===== config.mk =====
export PLATFORM = sky130hd
export DESIGN_NAME = truth_table_sweeper
export DESIGN_NICKNAME = d
export VERILOG_FILES = /design/src/rtl/truth_table_sweeper.sv
export SDC_FILE = /design/constraint.sdc
export NUM_CORES = 1
export LEC_CHECK = 0
export CORE_MARGIN = 8
export CORE_UTILIZATION = 44
export DETAILED_ROUTE_END_ITERATION = 7
export PLACE_DENSITY = 0.85
export SYNTH_ARGS = -nofsm -noshare
export SYNTH_HDL_FRONTEND = slang
export SYNTH_SLANG_ARGS = --single-unit

===== constraint.sdc =====
create_clock -name clk -period 1.7 [get_ports clk]
set_clock_uncertainty 0.2 [all_clocks]
set_input_delay 0.34 -clock clk [delete_from_list [all_inputs] [get_ports clk]]
set_output_delay 0.34 -clock clk [all_outputs]
set_load 0.05 [all_outputs]

===== src/rtl/truth_table_sweeper.sv =====
// Exhaustive stimulus/response checker for small combinational boolean blocks.
// Walks every N_IN-bit vector in ascending order and compares the sampled responses against EXPECTED.
module truth_table_sweeper #(
    parameter int N_IN   = 2,
    parameter int N_OUT  = 2,
    parameter int SETTLE = 1,
    parameter logic [(2**N_IN)*N_OUT-1:0] EXPECTED = 8'h3F
) (
    input  logic                       clk,
    input  logic                       reset,
    input  logic                       start,
    input  logic [N_OUT-1:0]           resp_in,
    output logic [N_IN-1:0]            vec_out,
    output logic                       busy,
    output logic                       done,
    output logic                       pass,
    output logic [N_IN:0]              err_count,
    output logic                       first_fail_valid,
    output logic [N_IN-1:0]            first_fail_idx,
    output logic [(2**N_IN)*N_OUT-1:0] captured
);

    localparam int NV = 2**N_IN;
    localparam int TW = NV*N_OUT;
    localparam int CW = (SETTLE > 1) ? $clog2(SETTLE) : 1;
    localparam logic [N_IN-1:0] LAST_VEC    = N_IN'(NV-1);
    localparam logic [CW-1:0]   LAST_SETTLE = CW'(SETTLE-1);

    typedef enum logic [1:0] {
        S_IDLE  = 2'd0,
        S_APPLY = 2'd1,
        S_DONE  = 2'd2
    } state_t;

    state_t           state_q, state_d;
    logic [N_IN-1:0]  vec_q, vec_d;
    logic [CW-1:0]    settle_q, settle_d;
    logic [N_IN:0]    err_q, err_d;
    logic             ffv_q, ffv_d;
    logic [N_IN-1:0]  ffi_q, ffi_d;
    logic             pass_q, pass_d;
    logic [TW-1:0]    cap_q, cap_d;
    logic [N_OUT-1:0] exp_slice;
    logic             mismatch;

    // Case inequality so an undriven or unknown response is scored as a failure.
    always_comb begin
        exp_slice = EXPECTED[vec_q*N_OUT +: N_OUT];
        mismatch  = (resp_in !== exp_slice);
    end

    always_comb begin
        state_d  = state_q;
        vec_d    = vec_q;
        settle_d = settle_q;
        err_d    = err_q;
        ffv_d    = ffv_q;
        ffi_d    = ffi_q;
        pass_d   = pass_q;
        cap_d    = cap_q;
        case (state_q)
            S_IDLE: begin
                if (start) begin
                    err_d    = '0;
                    ffv_d    = 1'b0;
                    ffi_d    = '0;
                    pass_d   = 1'b0;
                    cap_d    = '0;
                    vec_d    = '0;
                    settle_d = '0;
                    state_d  = S_APPLY;
                end
            end
            S_APPLY: begin
                if (settle_q == LAST_SETTLE) begin
                    cap_d[vec_q*N_OUT +: N_OUT] = resp_in;
                    if (mismatch) begin
                        err_d = err_q + (N_IN+1)'(1);
                        if (!ffv_q) begin
                            ffv_d = 1'b1;
                            ffi_d = vec_q;
                        end
                    end
                    if (vec_q == LAST_VEC) begin
                        // pass is settled on entry to DONE so it is valid alongside the done pulse.
                        pass_d  = (err_d == '0);
                        state_d = S_DONE;
                    end else begin
                        vec_d    = vec_q + N_IN'(1);
                        settle_d = '0;
                    end
                end else begin
                    settle_d = settle_q + CW'(1);
                end
            end
            S_DONE: begin
                state_d = S_IDLE;
            end
            default: begin
                state_d = S_IDLE;
            end
        endcase
    end

    always_ff @(posedge clk or posedge reset) begin
        if (reset) begin
            state_q  <= S_IDLE;
            vec_q    <= '0;
            settle_q <= '0;
            err_q    <= '0;
            ffv_q    <= 1'b0;
            ffi_q    <= '0;
            pass_q   <= 1'b0;
            cap_q    <= '0;
        end else begin
            state_q  <= state_d;
            vec_q    <= vec_d;
            settle_q <= settle_d;
            err_q    <= err_d;
            ffv_q    <= ffv_d;
            ffi_q    <= ffi_d;
            pass_q   <= pass_d;
            cap_q    <= cap_d;
        end
    end

    assign vec_out          = vec_q;
    assign busy             = (state_q == S_APPLY);
    assign done             = (state_q == S_DONE);
    assign pass             = pass_q;
    assign err_count        = err_q;
    assign first_fail_valid = ffv_q;
    assign first_fail_idx   = ffi_q;
    assign captured         = cap_q;

endmodule


# Word level (Yosys, flattened, before mapping)
# Index checks and enable logic that the tools add are counted.
dict set report totals {
  register_bits 20
  in_bits 5
}
dict set report op_classes {
  add_sub_neg 4
  eq_ne 10
  shifts 3
  mux 31
  reduce_logical 10
}
# cell count
set op_table {}
lappend op_table {{$neg A3 Y34} 1}
lappend op_table {{$shift A2 B34 Y8 const A} 1}
lappend op_table {{$shiftx A2 B34 Y8} 1}
lappend op_table {{$mux W2} 9}
lappend op_table {{$mux W8} 2}
lappend op_table {{$pmux W8 S2} 1}
lappend op_table {{$mux W3} 5}
lappend op_table {{$pmux W2 S2} 3}
lappend op_table {{$reduce_and A4 Y1} 3}
lappend op_table {{$bwmux W8} 1}
lappend op_table {{$ne A2 B2 Y1 const B} 4}
lappend op_table {{$shiftx A8 B4 Y2 const A} 1}
lappend op_table {{$mux W1} 6}
lappend op_table {{$pmux W1 S2} 3}
lappend op_table {{$pmux W3 S2} 1}
lappend op_table {{$reduce_and A3 Y1} 2}
lappend op_table {{$reduce_and A5 Y1} 1}
lappend op_table {{$eq A2 B2 Y1 const B} 2}
lappend op_table {{$ne A2 B1 Y1 const B} 2}
lappend op_table {{$add A3 B1 Y3 const B} 1}
lappend op_table {{$logic_not A3 Y1} 1}
lappend op_table {{$add A2 B1 Y2 const B} 1}
lappend op_table {{$eq A2 B1 Y1 const B} 1}
lappend op_table {{$logic_not A2 Y1} 1}
lappend op_table {{other kinds (4)} 4}

# Logic depth before layout (Yosys ltp)
# Gate-level depths: netlist of run 1.
dict set report depth {
  depth_word 9
  depth_mapped 6
  mapped_depth_nobuf 5
}

# Worst setup path after synthesis of run 1
# Ideal clock, no wire load.
dict set report synth_timing {
  path_type {reg2reg}
  from {register vec_q[0] (netlist: vec_out[0])}
  to {register ffi_q[0] (netlist: first_fail_idx[0])}
  setup_ns 0.122
  arrival_time_ns 1.973
  required_time_ns 1.378
  slack_ns -0.594
  stages_incl_launch_ff 7
  cell_sequence {dfrtp_1 -> ha_1 -> buf_6 -> and4b_1 -> a311o_1 -> a21o_1 -> a32o_1}
}
dict set report synth_between {
  elab_chain_cells 4
  elab_cells_between_ends 8
  cone_classes {2 x eq/ne; 1 x shift; 4 x mux; 1 x reduce/logical}
}
# item line_no
set synth_rtl {}
lappend synth_rtl {{start: declaration} 36} ;# logic [N_IN-1:0] vec_q, vec_d;
lappend synth_rtl {{start signal: assignment} 117} ;# vec_q <= vec_d;
lappend synth_rtl {{$shiftx A8 B4 Y2 or $mux W2 (tied branches)} {48, 79}}
lappend synth_rtl {{$nex A2 B2 Y1 or $mux W2 (tied branches)} {49, 77}}
lappend synth_rtl {{$ne A2 B1 Y1 (no line) or $mux W2 (tied branches)} --}
lappend synth_rtl {{$reduce_and A5 Y1 (no line) or $pmux W2 S2 (tied branches)} --}
lappend synth_rtl {{end signal: assignment} 121} ;# ffi_q <= ffi_d;
lappend synth_rtl {{end: declaration} 40} ;# logic [N_IN-1:0] ffi_q, ffi_d;
# Several ways; a longest one is shown, not always the timed one. The select of a mux whose other input is x is not followed.
# A chain may end at the register's enable or synchronous reset.

# Worst setup path after layout of run 1
# Ends and elaborated chain as after synthesis.

==> results.yml, run 1 <==
timing:
  timing.fmax_mhz: 527
  period_minus_slack_ns: 1.90
  slew_violations: 0
  worst_hold_slack_ns: 0.153
  hold_violations: 0
  period_share_pct: 112
  grt_setup_unrepaired: "true"
  fin_tns_setup_ns: -1.78
  layout_setup_ws_ns: -0.198
  slew_headroom_pct: 75.7
  tightestPinTransition_ns: 0.365
  setup_violations: 15
clock_tree:
  ctsHoldBuffers: 0
  cts_max_path_buffers: 2
  cts_tree: "yes"
  clock-sinks: 19
  cts.htree.levels: 1
  cts_buffers: 3
  clock_latency_ns: 0.30
  worst_setup_hold_path_clk_slew_ns: 0.11
  cts_root_buffer: "sky130_fd_sc_hd__clkbuf_4"
drt:
  highest-signal-layer: "met4"
  post_drt_via_cell_ratio: 5.95
  drtIter0Drc: 73
  route.vias.total: 1166
  drtAntennaViolNets: 0
  met2_wirelength_um: 1980
  route.detailed.wl_per_inst_um: 20.6
  detailroute.wirelength.met3_um: 260
  detail_route.wirelength.met1_um: 1650
  routed_wl_um: 4040
  drt_first_pass_iters: 4
  drt_drc_violations_left: 0
synth:
  synth-seq-cells: 19
  synth_common_cells: "sky130_fd_sc_hd__dfrtp_1, sky130_fd_sc_hd__nand2_1, sky130_fd_sc_hd__ha_1, sky130_fd_sc_hd__nor2_1, sky130_fd_sc_hd__o21ai_0"
  async_flop_share_pct: 100
  sequential_element_share_of_the_synthesized_area_pct: 42.9
  synth_largest_area_cell: "sky130_fd_sc_hd__dfrtp_1"
  yosys_warning_total: 0
  synthCells: 110
  most_used_dff_post_synth: "sky130_fd_sc_hd__dfrtp_1"
  avgSynthCellArea_um2: 10.1
  synth.lib_cells_used.distinct: 38
  count_of_flip_flops_with_a_built_in_enable_after_synthesis: 0
  netlist_top_cells_area: "sky130_fd_sc_hd__dfrtp_1, sky130_fd_sc_hd__ha_1, sky130_fd_sc_hd__nand2_1"
  postSynthNetCount: 122
  most_repeated_cell_in_the_gate_level_netlist_after_synthesis: "sky130_fd_sc_hd__dfrtp_1"
  netlist_area_pre_place_mm2: 0.00111
  synth.top_cell.area_share_pct: 42.9
setup_path:
  crit_arrival_ns: 1.90
  critical_path_required_ns: 1.70
  rr_startpoint: "vec_out[0]"
  cp_max_fo: 6
  critical_path.startpoint_type: "flop"
  critPathKind: "flop to flop"
  timing.reg2reg.worst_path_depth: 5
  setup.reg_to_reg.worst_slack_ns: -0.20
  timing.critical_path.to_type: "flop"
  rr_endpoint: "first_fail_idx[0]"
cells_and_area:
  n_antenna_cell: 0
  final_layout_size_suffix_gt1_share_pct: 52.4
  final_net_count: 179
  finalCoreUtilization_pct: 81.7
  area_growth_pct: 79.5
global_route:
  grt-ovfl-total: 0
  grtUsageTotal_pct: 16.3
  grt_pass1_vias: 1112
  grt_pass1_wl_um: 5630
  number_of_antenna_violations_at_the_first_check_in_global_routing: 0
  grt_start_max_net_pins: 20
placed_design:
  port-buffer-count: 23
  hpwlAfterDp_um: 2480
  final_weighted_congestion_in_routability_driven_placement: 0.872
flow_run:
  maxCapViolations: 0
floorplan:
  die_x_um: 66.2
  floorplan.die_area_mm2: 0.00438
  fp.dieH_um: 66.2
  io-pin-count: 24
  core_mm2: 0.00243
  core.rowCount: 18
  effective_utilization_at_floorplan_pct: 45.5
worst_hold_path:
  timing.hold.worst.class: "primary input to asynchronous set/reset pin"
power_and_ir_drop:
  powerDensity_mw_per_mm2: 2220
  max-vdd-ir-drop_v: 0.00162
  total_leakage_power_uw: 0.000875
  power_uw: 4420
status:
  violations: "negative setup slack"
  status: "finished with violations"
## through the flow
stage | std cells | area, um2 | setup slack, ns
floorplan | 110 | 1160 | -0.283
global placement | 179 | 1730 | -0.321
detailed placement | 179 | 1730 | -0.422
CTS | 188 | 1820 | -0.124
global route | 196 | 1990 | -0.254
finish | 196 | 1990 | -0.198
## where the power goes
group / total, uW / internal [uW] / leakage [uW] / switching [uW]
Clock: 239 / 91.5 / 0.0000150 / 147
Sequential: 815 / 624 / 0.000244 / 191
Combinational: 3370 / 1640 / 0.000616 / 1730
## flip-flops by register name (all words and copies together) (netlist names)
register / count
captured: 8
first_fail_idx: 2
first_fail_valid: 1
err_count: 3
vec_out: 2
state_q: 2
pass: 1
## logic make-up (layout without fill, tap and decap cells)
kind of cell	Yosys count	count (layout)	synth area share [%]
compound gates	35	35	23.8
flops	19	19	42.9
simple gates	34	34	15.9
xor+xnor	2	2	1.58
fa+ha+maj	7	7	7.91
mux	2	2	1.92
buf+inv	11	67	5.87
## cell usage in the layout, fill, tap and decap left out, drive strengths merged, types with 4 or more instances in the layout
cell and count:
o2bb2ai 4, buf 53, a21oi 5, clkbuf 4
nor2 7, ha 7, nand2 10, inv 6
dfrtp 19, a22o 6, nor2b 4, o21ai 7
## critical path: stages, from the launching register on
cell	delay, ns
sky130_fd_sc_hd__dfrtp_4	0.46
sky130_fd_sc_hd__ha_4	0.19
sky130_fd_sc_hd__and4b_1	0.24
sky130_fd_sc_hd__a311o_1	0.31
sky130_fd_sc_hd__a21o_1	0.18
sky130_fd_sc_hd__a32o_1	0.22
## metal layers
metal  track usage [%]  up-vias
met1              20.9      580
met3              2.37       15
li1                  -      516
met2              25.9       55
met4              8.00        0
met5                 0        -
## how the worst max path moves through the flow
| stage | depth (start not counted) | endpoint | slack, ns | start |
|---|---|---|---|---|
| after detailed placement | 5 | err_count[0] | -0.42 | resp_in[0] |
| final | 5 | first_fail_idx[0] | -0.20 | vec_out[0] |
| after CTS | 5 | first_fail_idx[1] | -0.12 | vec_out[0] |
| after global routing | 6 | err_count[0] | -0.25 | vec_out[0] |
| after floorplan | 6 | first_fail_idx[0] | -0.28 | vec_out[1] |
| after global placement | 5 | err_count[0] | -0.32 | resp_in[1] |
## layout make-up
type	instances	area, um2
timing repair buffer	57	708
multi-input combinational	80	703
sequential	19	483
fill	126	444
tap	30	37.5
inverter	6	30.0
clock buffer	4	26.3
## timing repair
| action | 4_1_cts | 5_1_grt |
|---|---|---|
| pin swaps | 5 | 12 |
| gates resized for setup | 10 | 24 |
| hold endpoints to repair | 0 | 0 |
| endpoints found under the setup margin | 18 | 19 |
| buffers inserted | 5 | 9 |
Note: power is estimated with default switching activity, not from simulation.
==> run 2: changes to the inputs <==
Settings changed: PLACE_DENSITY 0.85 to 0.74, SETUP_SLACK_MARGIN set to 0.2.
==> run 2 against run 1 <==
  * Sequential power about the same
  * Non-clock buffer count up 5
  * First-iteration DRC count down 1.4%
  * Hold slack worse by 0.014 ns
  * Sequential share of layout area down 1.1 points
  * Clock power about the same
  * Via count up 2.0%
  * Sequential cell count unchanged
  * Power up 6.5%
  * Final area up 5.5%
  * Die area unchanged
  * Cell count up 2.6%
  * The run still ends with negative setup slack left
==> results.yml, run 2 (same netlist as run 1, synthesis figures left out) <==
status:
  status: "finished with violations"
  violations: "negative setup slack"
floorplan:
  effective_utilization_at_floorplan_pct: 45.5
  core.rowCount: 18
  floorplan.die_area_mm2: 0.00438
  die_x_um: 66.2
  io-pin-count: 24
  fp.dieH_um: 66.2
  core_mm2: 0.00243
cells_and_area:
  largest_register_ffs: 8
  mostFrequentLayoutCell: "sky130_fd_sc_hd__buf_4"
  finalCoreUtilization_pct: 86.3
  area_growth_pct: 89.5
  n_antenna_cell: 0
  final_net_count: 184
  layout.cell_area.non_filler_mm2: 0.00210
  highest_count_cells_in_the_layout_ignoring_fill_and_taps: "sky130_fd_sc_hd__buf_4, sky130_fd_sc_hd__buf_12, sky130_fd_sc_hd__dfrtp_1"
  final_layout_size_suffix_gt1_share_pct: 61.4
drt:
  route.vias.total: 1189
  drt_first_pass_iters: 4
  drtAntennaViolNets: 0
  drt_drc_violations_left: 0
  drtIter0Drc: 72
  route.detailed.wl_per_inst_um: 21.3
  post_drt_via_cell_ratio: 5.92
  routed_wl_um: 4290
clock_tree:
  cts_root_buffer: "sky130_fd_sc_hd__clkbuf_4"
  ctsHoldBuffers: 0
  cts_max_path_buffers: 2
  cts_tree: "yes"
  cts_buffers: 3
  cts.htree.levels: 1
  clock-sinks: 19
  worst_setup_hold_path_clk_slew_ns: 0.12
  clock_latency_ns: 0.31
placed_design:
  dp_slack_ns: -0.422
  port-buffer-count: 23
  hpwlAfterDp_um: 2240
  placed_cell_area_mm2: 0.00175
  final_weighted_congestion_in_routability_driven_placement: 0.907
timing:
  hold_violations: 0
  slew_violations: 0
  worst_hold_slack_ns: 0.139
  period_minus_slack_ns: 1.86
  setup_violations: 11
  tightestPinTransition_ns: 0.394
  timing.fmax_mhz: 539
  layout_setup_ws_ns: -0.156
  period_share_pct: 109
  slew_headroom_pct: 73.4
  grt_setup_unrepaired: "true"
setup_path:
  timing.critical_path.to_type: "flop"
  cp_max_fo: 4
  critical_path_required_ns: 1.69
  crit_arrival_ns: 1.84
  timing.reg2reg.worst_path_depth: 7
  critical_path.startpoint_type: "flop"
  critPathKind: "flop to flop"
flow_run:
  maxCapViolations: 0
power_and_ir_drop:
  combinationalPowerShare_pct: 77.6
  switching_share_pct: 46.8
  share_seq_of_total_power_pct: 17.3
  power.net_switching_uw: 2200
  powerDensity_mw_per_mm2: 2240
  max-vdd-ir-drop_v: 0.00184
  share_clk_of_total_power_pct: 5.1
  total_leakage_power_uw: 0.000900
  p_int_uw: 2510
global_route:
  grt-ovfl-total: 0
  grtUsageTotal_pct: 17.6
  grt_pass1_wl_um: 6000
  grt_start_max_net_pins: 20
  number_of_antenna_violations_at_the_first_check_in_global_routing: 0
  grt_pass1_vias: 1191
worst_hold_path:
  timing.hold.worst.class: "primary input to asynchronous set/reset pin"
==> run 2: worst paths after layout <==
kind | startpoint | endpoint | slack, ns
setup / recovery | state_q[0] | pass | -0.16
setup reg to reg | state_q[0] | pass | -0.16
min in group clk | captured[3] | captured[3] | 0.36
max in group asynchronous | reset | vec_out[0] | 0.92
hold reg to reg | captured[3] | captured[3] | 0.36
hold / removal | reset | err_count[0] | 0.14
==> run 2: timing repair <==
action / in CTS / in global routing
endpoints found under the setup margin: 22 / 24
setup buffers: 9 / 9
resized for setup: 35 / 13
pin swaps: 13 / 7
==> run 2: metrics by stage <==
stage | power [uW] | TNS, ns | std cells
after floorplan | 2290 | -1.33 | 110
after global placement | 3410 | -2.60 | 179
after detailed placement | 3470 | -2.94 | 179
after CTS | 4210 | -0.386 | 192
after global routing | 4900 | -1.59 | 201
final | 4710 | -0.929 | 201
==> run 2: layout make-up <==
cell class              instances  area [um2]
multi-input cells              80         768
repair buffers                 62         744
flip-flops and latches         19         487
fillers                       108         334
well taps                      30        37.5
inverters                       6        35.0
clock buffers                   4        26.3
==> run 2: worst max-delay path: stages, from the launching register on <==
cell	delay, ns
sky130_fd_sc_hd__dfrtp_2	0.45
sky130_fd_sc_hd__buf_6	0.14
sky130_fd_sc_hd__buf_4	0.13
sky130_fd_sc_hd__nor2b_1	0.16
sky130_fd_sc_hd__buf_4	0.13
sky130_fd_sc_hd__a21oi_1	0.04
sky130_fd_sc_hd__o21ai_0	0.34
sky130_fd_sc_hd__o31ai_2	0.14
==> run 2: per-layer routing <==
layer  share of wire [%]  up-vias  routed length, um  global-route usage [%]
li1                    -      520                  -                       -
met1                  37      583               1600                    20.0
met2                  50       71               2160                    31.1
met3                 7.7       15                331                    3.90
met4                 4.4        0                187                    6.40
met5                   0        -                  0                       0
==> run 2: power by group through the flow <==
stage	clock (uW)	combinational (uW)	sequential [uW]
detailed placement	0	2670	806
finish	240	3650	814
floorplan	0	1030	1260
global route	263	3810	827
global placement	0	2610	800
CTS	241	3180	794
==> run 3: changes to the inputs <==
Settings changed: GPL_ROUTABILITY_DRIVEN set to 0.
==> run 3 against run 2 <==
  * Sequential power is 2% higher
  * Critical endpoint is now first_fail_idx[1]
  * The flow still finishes with violations (negative setup slack)
  * Final area is 7.5% higher
  * Die area stayed put
  * Largest power group unchanged
==> results.yml, run 3 (same netlist as run 1, synthesis figures left out) <==
placed_design:
  placed_cell_area_mm2: 0.00176
  place.detailed.instances: 180
  port-buffer-count: 23
  hpwlAfterDp_um: 2330
clock_tree:
  clock-sinks: 19
  cts_buffers: 3
  cts.htree.levels: 1
  cts_tree: "yes"
  cts_max_path_buffers: 2
  cts_root_buffer: "sky130_fd_sc_hd__clkbuf_4"
  clock_latency_ns: 0.31
  worst_setup_hold_path_clk_slew_ns: 0.13
  ctsHoldBuffers: 0
setup_path:
  critical_path_required_ns: 1.71
  rr_startpoint: "vec_out[0]"
  cp_max_fo: 6
  timing.reg2reg.worst_path_depth: 5
  rr_endpoint: "first_fail_idx[1]"
  slowest_stage_cell_cp: "sky130_fd_sc_hd__dfrtp_4"
  setup.reg_to_reg.worst_slack_ns: -0.16
  crit_arrival_ns: 1.87
  critical_path.startpoint_type: "flop"
  timing.critical_path.cells: "ha_4 -> and4b_1 -> a311o_1 -> a21o_1 -> a32o_1"
  critPathKind: "flop to flop"
  timing.critical_path.to_type: "flop"
  crit_path_max_incr_delay_ns: 0.44
cells_and_area:
  final-instance-count-excl-fill: 203
  n_antenna_cell: 0
  mostFrequentLayoutCell: "sky130_fd_sc_hd__buf_4"
  area_growth_pct: 104
  final_net_count: 186
  layout.cell_area.non_filler_mm2: 0.00226
  highest_count_cells_in_the_layout_ignoring_fill_and_taps: "sky130_fd_sc_hd__buf_4, sky130_fd_sc_hd__buf_12, sky130_fd_sc_hd__buf_6"
  largest_register_ffs: 8
  final_layout_size_suffix_gt1_share_pct: 67.1
floorplan:
  die_x_um: 66.2
  core.rowCount: 18
  io-pin-count: 24
  fp.dieH_um: 66.2
  effective_utilization_at_floorplan_pct: 45.5
  floorplan.die_area_mm2: 0.00438
  core_mm2: 0.00243
flow_run:
  maxCapViolations: 0
power_and_ir_drop:
  power_uw: 5170
  switching_share_pct: 47.6
  powerDensity_mw_per_mm2: 2290
  power.net_switching_uw: 2460
  combinationalPowerShare_pct: 79.2
  share_seq_of_total_power_pct: 16.1
  total_leakage_power_uw: 0.000956
  share_clk_of_total_power_pct: 4.7
  p_int_uw: 2710
  max-vdd-ir-drop_v: 0.00212
drt:
  drtAntennaViolNets: 0
  drtIter0Drc: 102
  drt_drc_violations_left: 0
  route.vias.total: 1241
  drt_first_pass_iters: 4
  routed_wl_um: 4990
  post_drt_via_cell_ratio: 6.11
  route.detailed.wl_per_inst_um: 24.6
timing:
  period_share_pct: 110
  layout_setup_ws_ns: -0.163
  grt_setup_unrepaired: "true"
  setup_violations: 14
  tightestPinTransition_ns: 0.360
  slew_violations: 0
  fin_tns_setup_ns: -1.37
  hold_violations: 0
  slew_headroom_pct: 76.0
  period_minus_slack_ns: 1.86
  timing.fmax_mhz: 537
worst_hold_path:
  timing.hold.worst.class: "primary input to asynchronous set/reset pin"
status:
  status: "finished with violations"
  violations: "negative setup slack"
global_route:
  grtUsageTotal_pct: 19.0
  number_of_antenna_violations_at_the_first_check_in_global_routing: 0
  grt_pass1_vias: 1321
  grt_pass1_wl_um: 6490
  grt_start_max_net_pins: 20
  grt-ovfl-total: 0
run 3: changes by cell type in the layout (fill, tap and decap cells not counted), moves of 3 or more:
cell,change
sky130_fd_sc_hd__nand2_1,-3
sky130_fd_sc_hd__o2bb2ai_1,-3
sky130_fd_sc_hd__ha_4,+3
sky130_fd_sc_hd__buf_6,+6
sky130_fd_sc_hd__o2bb2ai_2,+3
sky130_fd_sc_hd__nand2_2,+3
sky130_fd_sc_hd__nor2_4,+3
sky130_fd_sc_hd__buf_4,-4
run 3: routing by layer:
layer,up-vias,wire [um],GRT usage [%]
met5,-,0,0
met4,0,161,8.80
met3,24,380,4.92
met2,82,2530,32.3
met1,608,1920,21.7
li1,527,-,-
run 3: power by group through the flow:
stage               clock, uW  combinational, uW  sequential [uW]
floorplan                   0               1030             1260
global placement            0               2620              800
finish                    243               4090              834
CTS                       239               3170              802
detailed placement          0               2690              809
global route              271               4250              841
run 3: repair_timing:
item | 4_1_cts | 5_1_grt
gates resized for setup | 33 | 45
buffers inserted | 11 | 8
pin swaps | 12 | 12
gates cloned | 0 | 0
endpoints found under the setup margin | 23 | 25
hold endpoints to repair | 0 | 0
run 3: worst max path at each step:
stage	cells after the start	end	from	slack, ns
finish	5	first_fail_idx[1]	vec_out[0]	-0.16
global route	5	first_fail_idx[1]	vec_out[0]	-0.21
floorplan	6	first_fail_idx[0]	vec_out[1]	-0.28
CTS	4	busy	state_q[1]	-0.08
detailed placement	6	pass	resp_in[1]	-0.38
global placement	5	first_fail_idx[0]	resp_in[0]	-0.35
run 3: layout make-up:
class,count,area (um2)
multi-input combinational,80,888
timing repair buffer,64,782
inverter,6,36.3
fill,72,176
sequential,19,485
clock buffer,4,26.3
tap,30,37.5
run 3: per-stage QoR:
stage               setup slack [ns]  util, %  hold slack, ns
global placement              -0.354     72.2           0.336
CTS                          -0.0808     81.4           0.154
detailed placement            -0.383     72.2           0.335
floorplan                     -0.283        -          0.0909
global route                  -0.209     92.7           0.193
finish                        -0.163     92.7           0.175
run 3: worst max-delay path, delay by kind of cell, from the launching register on:
| family | cells | cell delay, ns |
|---|---|---|
| flops | 1 | 0.44 |
| fa+ha+maj | 1 | 0.19 |
| compound gates | 3 | 0.73 |
| simple gates | 1 | 0.21 |
